### src/rtl/chacha_round_engine_if.sv
// chacha_round_engine_if: load request and result handshake bundle for chacha_round_engine
interface chacha_round_engine_if;
  logic start;
  logic [511:0] state_in;
  logic in_ready;
  logic out_valid;
  logic out_ready;
  logic [511:0] block_out;
  logic busy;
  modport master (output start, state_in, out_ready, input in_ready, out_valid, block_out, busy);
  modport slave (input start, state_in, out_ready, output in_ready, out_valid, block_out, busy);
endinterface

### src/rtl/chacha_round_engine.sv
// chacha_round_engine: sequential ChaCha permutation, QR_LANES quarter-rounds per cycle, valid/ready result.
// Define CHACHA_FEEDFWD_EN to add the input feed-forward (full ChaCha block function, one extra FEED cycle).
module chacha_round_engine #(
  parameter int ROUNDS = 20,
  parameter int QR_LANES = 4
) (
  input logic clock,
  input logic reset_n,
  chacha_round_engine_if.slave bus
);
  localparam int QN = 4 / QR_LANES;
  localparam int RW = $clog2(ROUNDS);
  if (ROUNDS < 2 || ROUNDS % 2 != 0) begin : g_bad_rounds
    $error("chacha_round_engine: ROUNDS must be even and >= 2");
  end
  if (QR_LANES != 1 && QR_LANES != 2 && QR_LANES != 4) begin : g_bad_lanes
    $error("chacha_round_engine: QR_LANES must be 1, 2 or 4");
  end
`ifdef CHACHA_FEEDFWD_EN
  typedef enum logic [1:0] {IDLE, RUN, FEED, DONE} state_t;
`else
  typedef enum logic [1:0] {IDLE, RUN, DONE} state_t;
`endif
  state_t state, state_n;
  logic [511:0] x, x_n, blk;
`ifdef CHACHA_FEEDFWD_EN
  logic [511:0] s;
`endif
  logic [1:0] q, g;
  logic [RW-1:0] r;
  logic [3:0] ia, ib, ic, id;
  logic vld, q_wrap, last;
  function automatic logic [127:0] qr(input logic [31:0] a, b, c, d);
    a = a + b; d = d ^ a; d = {d[15:0], d[31:16]};
    c = c + d; b = b ^ c; b = {b[19:0], b[31:20]};
    a = a + b; d = d ^ a; d = {d[23:0], d[31:24]};
    c = c + d; b = b ^ c; b = {b[24:0], b[31:25]};
    return {a, b, c, d};
  endfunction
  assign q_wrap = q == 2'(QN - 1);
  assign last = q_wrap && r == RW'(ROUNDS - 1);
  // Odd half-rounds walk the diagonals: row k of group g sits in column (g+k) mod 4.
  always_comb begin
    x_n = x;
    g = '0;
    ia = '0;
    ib = '0;
    ic = '0;
    id = '0;
    for (int l = 0; l < QR_LANES; l++) begin
      g = 2'(int'(q) * QR_LANES + l);
      ia = {2'd0, g};
      ib = {2'd1, r[0] ? g + 2'd1 : g};
      ic = {2'd2, r[0] ? g + 2'd2 : g};
      id = {2'd3, r[0] ? g + 2'd3 : g};
      {x_n[32*ia+:32], x_n[32*ib+:32], x_n[32*ic+:32], x_n[32*id+:32]} =
        qr(x[32*ia+:32], x[32*ib+:32], x[32*ic+:32], x[32*id+:32]);
    end
  end
  always_comb begin
    state_n = state;
    case (state)
      IDLE: state_n = bus.start ? RUN : IDLE;
`ifdef CHACHA_FEEDFWD_EN
      RUN: state_n = last ? FEED : RUN;
      FEED: state_n = DONE;
`else
      RUN: state_n = last ? DONE : RUN;
`endif
      DONE: state_n = bus.out_ready ? IDLE : DONE;
      default: state_n = IDLE;
    endcase
  end
  always_ff @(posedge clock or negedge reset_n) begin
    if (!reset_n) state <= IDLE;
    else state <= state_n;
  end
  always_ff @(posedge clock or negedge reset_n) begin
    if (!reset_n) begin
      x <= '0;
`ifdef CHACHA_FEEDFWD_EN
      s <= '0;
`endif
      q <= '0;
      r <= '0;
      blk <= '0;
      vld <= 1'b0;
    end else begin
      if (state == IDLE && bus.start) begin
        x <= bus.state_in;
`ifdef CHACHA_FEEDFWD_EN
        s <= bus.state_in;
`endif
        q <= '0;
        r <= '0;
      end
      if (state == RUN) begin
        x <= x_n;
        q <= q_wrap ? 2'd0 : q + 2'd1;
        r <= q_wrap ? r + 1'b1 : r;
      end
`ifdef CHACHA_FEEDFWD_EN
      if (state == FEED) begin
        for (int i = 0; i < 16; i++) blk[32*i+:32] <= x[32*i+:32] + s[32*i+:32];
        vld <= 1'b1;
      end
`else
      if (state == RUN && last) begin
        blk <= x_n;
        vld <= 1'b1;
      end
`endif
      if (state == DONE && bus.out_ready) vld <= 1'b0;
    end
  end
  assign bus.in_ready = state == IDLE;
`ifdef CHACHA_FEEDFWD_EN
  assign bus.busy = state == RUN || state == FEED;
`else
  assign bus.busy = state == RUN;
`endif
  assign bus.out_valid = vld;
  assign bus.block_out = blk;
endmodule

### src/flat_wrapper.sv
// flat-port wrapper written by rule: the top's interface ports become plain ports
module chacha_round_engine_flat 
#(
  parameter int ROUNDS = 20,
  parameter int QR_LANES = 4
)
  (clock, reset_n, bus_start, bus_state_in, bus_out_ready, bus_in_ready, bus_out_valid, bus_block_out, bus_busy);
  chacha_round_engine_if bus_i ();
  input logic clock;
  input logic reset_n;
  input wire logic [$bits(bus_i.start)-1:0] bus_start;
  input wire logic [$bits(bus_i.state_in)-1:0] bus_state_in;
  input wire logic [$bits(bus_i.out_ready)-1:0] bus_out_ready;
  output wire logic [$bits(bus_i.in_ready)-1:0] bus_in_ready;
  output wire logic [$bits(bus_i.out_valid)-1:0] bus_out_valid;
  output wire logic [$bits(bus_i.block_out)-1:0] bus_block_out;
  output wire logic [$bits(bus_i.busy)-1:0] bus_busy;
  assign bus_i.start = bus_start;
  assign bus_i.state_in = bus_state_in;
  assign bus_i.out_ready = bus_out_ready;
  assign bus_in_ready = bus_i.in_ready;
  assign bus_out_valid = bus_i.out_valid;
  assign bus_block_out = bus_i.block_out;
  assign bus_busy = bus_i.busy;
  chacha_round_engine #(.ROUNDS(ROUNDS), .QR_LANES(QR_LANES)) u_core (.clock(clock), .reset_n(reset_n), .bus(bus_i));
endmodule
### config.mk
export PLATFORM = sky130hd
export DESIGN_NAME = chacha_round_engine_flat
export DESIGN_NICKNAME = d
export VERILOG_FILES = /design/src/rtl/chacha_round_engine_if.sv /design/src/rtl/chacha_round_engine.sv /design/src/flat_wrapper.sv
export SDC_FILE = /design/constraint.sdc
export NUM_CORES = 2
export LEC_CHECK = 0
export BUFFER_PORTS_ARGS = -buffer_cell sky130_fd_sc_hd__buf_2
export CORE_AREA = 2 2 403 405
export DETAILED_ROUTE_END_ITERATION = 10
export DIE_AREA = 0 0 405 407
export PLACE_DENSITY_LB_ADDON = 0.1
export SYNTH_ARGS = -nofsm -noshare
export SYNTH_HDL_FRONTEND = slang
export SYNTH_SLANG_ARGS = --single-unit
### constraint.sdc
create_clock -name clock -period 22.2 [get_ports clock]
set_clock_uncertainty 0.05 [all_clocks]
set_input_delay 2.22 -clock clock [delete_from_list [all_inputs] [get_ports clock]]
set_output_delay 2.22 -clock clock [all_outputs]
set_load 0.02 [all_outputs]
==> summary.md <==
| Metric | Value |
|---|---|
| Status | `finished with violations` |
| Failing checks | `max-capacitance violations, max-slew violations` |
| Synth Area in Adders | `0.0820` |
| Drt first-iter violations | `14,200` |
| Fmax | `47.6 MHz` |
| H-tree level count | `3` |
| Main synth FF type | `dfrtp_1` |
| # Post-CTS Setup Buffers | `0` |
| Synth cell types | `101` |
| Die Span Y | `407 um` |
| Final hold violations | `0` |
| R2R cell count | `60` |
| CP max-delay cell | `mux2i_2` |
| Initial Utilization | `0.464` |
| Syn nets | `9,364` |
| Sinks on the clock net | `1,002` |
| Synth Area in Compound Gates | `0.215` |
| Simple-gate share of the synthesized area | `0.115` |
| Crit path DAT | `21,680 ps` |
| R2R Path Start | `u_core.r[0]` |
| Worst-Skew Late Latency | `830 ps` |
| Hold WC Path Type | `flip-flop to flip-flop` |
| Multi-input gate area | `46,700 um2` |
| Area after DPL | `81,800 um2` |
| Final ANT Viol Nets | `0` |
| Fin crit share | `0.946` |
| Via-per-instance ratio | `6.79` |
| Startpoint Class | `flip-flop` |
| Layout cells sized above 1 | `0.173` |
| Period minus WS final | `21,000 ps` |
| Grt ovf | `0` |
| Worst slack at placement | `2560 ps` |
| Worst hold path cell count | `2` |
| Die area | `165,000 um2` |
| Fin area | `85,700 um2` |
| Clock Path Buffers | `3` |
| Reg area | `25,100 um2` |
| Vias in the first global route | `69,100` |
| Synthesized cell area | `74,400 um2` |
| WL final | `465 mm` |
| Final WS setup | `1200 ps` |
| Detailed Place HPWL | `392 mm` |
| Share of the synthesized area in the top cell type | `0.337` |
| Most common cell in the netlist | `nand2_1` |
| Via count | `78,000` |
| Syn-to-layout area delta | `15.3%` |
| CP max FO | `92` |
| Main combinational cell family by area after synthesis | `compound AO/OA/AOI/OAI gates` |
| Core ar. | `160,000 um2` |
| WL/cell | `40.5 um` |
| RD Place Congestion | `1.21` |
| Setup TNS | `0 ps` |
| Initial antenna violation count | `70` |
| TritonCTS clock tree | `yes` |
| Drt drc | `0` |
| PortBufs | `998` |
| Worst reg-to-reg setup slack | `1200 ps` |
| Syn. warnings | `0` |
| Drt first pass iters | `9` |
| RSZ-0062 raised after global routing | `no` |
| Syn Inst Count | `8,375` |
| FP Rows | `147` |
| Slew @ Worst Pin | `1600 ps` |
| List of most frequent post-synthesis cells | `nand2_1, o21ai_0, dfrtp_1, xnor2_1, ha_1` |
| Final setup violation count | `0` |
| Die W | `405 um` |
| # fillers | `14,800` |
| Leading area contributor after synthesis | `dfrtp_1` |
| Crit path largest cell delay | `1030 ps` |
| Nets | `10,200` |
| Asr flop ratio synth | `1.00` |
| Register area share after synthesis | `0.337` |
| Cts repair resizes | `0` |
| Synth area leaders | `dfrtp_1, ha_1, xnor2_1, o21ai_0, mux2i_1` |
| Post-synth EDFFs | `0` |
| Worst Hold Launch | `u_core.bus.block_out[294]` |
| Max transition margin | `-0.0803` |
| Io pins | `1,031` |
| Hold EP | `u_core.bus.block_out[294]` |
| WP data required | `22,880 ps` |
| CTS Buf Count | `107` |
| Slew Viols, Final | `19` |
| Avg Inst Size Synth | `8.88 um2` |
| Mux share of post-synthesis cell area | `0.0877` |
| WS Path Type | `flip-flop to flip-flop` |
| Global-route wire length before repair | `601 mm` |
| Largest net degree at the start of global routing | `194` |
| Hold Buf Count CTS | `0` |
| Post-synthesis xor/xnor area fraction | `0.126` |
| Clk slew on worst S/H paths | `60 ps` |
| Tot GR Track Use | `0.545` |
| Max Cap Viol | `10` |
| Cell mode on critical path | `a21oi_1` |
| Core Util, Final | `0.535` |
| Clk root buf | `clkbuf_16` |
| Flops & latches, synth | `1,002` |
| Crit end category | `flip-flop` |
| RR Endpoint | `u_core.bus.block_out[165]` |
==> flip-flops by register name, summed over array words and instances, names as in the netlist <==
register	flops
u_core.bus.block_out	512
u_core.bus.out_valid	1
u_core.q	2
u_core.r	5
u_core.state	2
u_core.x	480
==> cells by family after synthesis <==
group	Yosys count
compound gates	2552
xor+xnor	1012
simple gates	1982
mux	626
fa+ha+maj	480
flops	1002
buf+inv	721
==> area by class of cell <==
type / count / share of cell area
Sequential cell: 1002 / 0.293
Antenna cell: 24 / 0.000701
Clock inverter: 56 / 0.0103
Inverter: 302 / 0.0133
Tap cell: 2160 / 0.0315
Clock buffer: 142 / 0.0350
Multi-Input combinational cell: 6652 / 0.545
Timing Repair Buffer: 1140 / 0.0717
==> critical path: cells and delay by family, from the launching register on <==
kind,cells,cell delay (ps)
compound gates,32,9740
xor+xnor,7,3290
fa+ha+maj,7,3130
simple gates,9,1680
mux,2,1290
flops,1,790
buf+inv,3,680
==> stage by stage <==
stage / instances / hold slack (ps)
after floorplan: 8375 / 403
after CTS: 11500 / 425
after global placement: 11300 / 405
final: 11500 / 422
after detailed placement: 11300 / 409
after global routing: 11500 / 439
==> worst max path at each step <==
stage | start | end | slack [ps] | depth (start not counted)
6_report | u_core.r[0] | u_core.bus.block_out[165] | 1200 | 60
3_3_place_gp | u_core.r[0] | u_core.bus.block_out[165] | 2770 | 60
5_1_grt | u_core.r[0] | u_core.bus.block_out[165] | 1080 | 60
3_5_place_dp | u_core.r[0] | u_core.bus.block_out[165] | 2560 | 60
2_1_floorplan | u_core.r[0] | u_core.bus.block_out[131] | 6780 | 69
4_1_cts | u_core.r[0] | u_core.bus.block_out[165] | 2460 | 61
==> per-layer routing <==
layer  track usage  vias up  wire [um]
met5             0        -        325
met3         0.254     1466      73800
li1              -    31600          -
met4         0.422       46      45000
met2         0.699     6774     172000
met1         0.694    38100     174000
==> placed cells by master (no fill, tap or decap), drive strengths merged, types with 14 or more instances in the layout <==
| master | instances |
|---|---|
| or3 | 31 |
| nand2 | 1120 |
| a21boi | 18 |
| a21o | 172 |
| nor3 | 102 |
| clkinv | 24 |
| o21bai | 66 |
| and2 | 30 |
| diode | 24 |
| nand3 | 88 |
| o31ai | 46 |
| xnor3 | 31 |
| a221o | 21 |
| and3 | 58 |
| fa | 14 |
| buf | 1140 |
| a21oi | 395 |
| nor2 | 352 |
| or2 | 19 |
| o21a | 54 |
| xor2 | 341 |
| a211oi | 47 |
| nor2b | 40 |
| nand4 | 27 |
| dfrtp | 1002 |
| mux2i | 430 |
| o21ai | 1037 |
| nand2b | 57 |
| a31oi | 48 |
| clkbuf | 142 |
| xnor2 | 634 |
| inv | 314 |
| o211ai | 29 |
| ha | 459 |
| mux2 | 195 |
| bufinv | 17 |
| nor4 | 16 |
| a22oi | 453 |
Power is not shown: default switching activity piles up to over one toggle a cycle in this logic, so the estimate is an artifact.
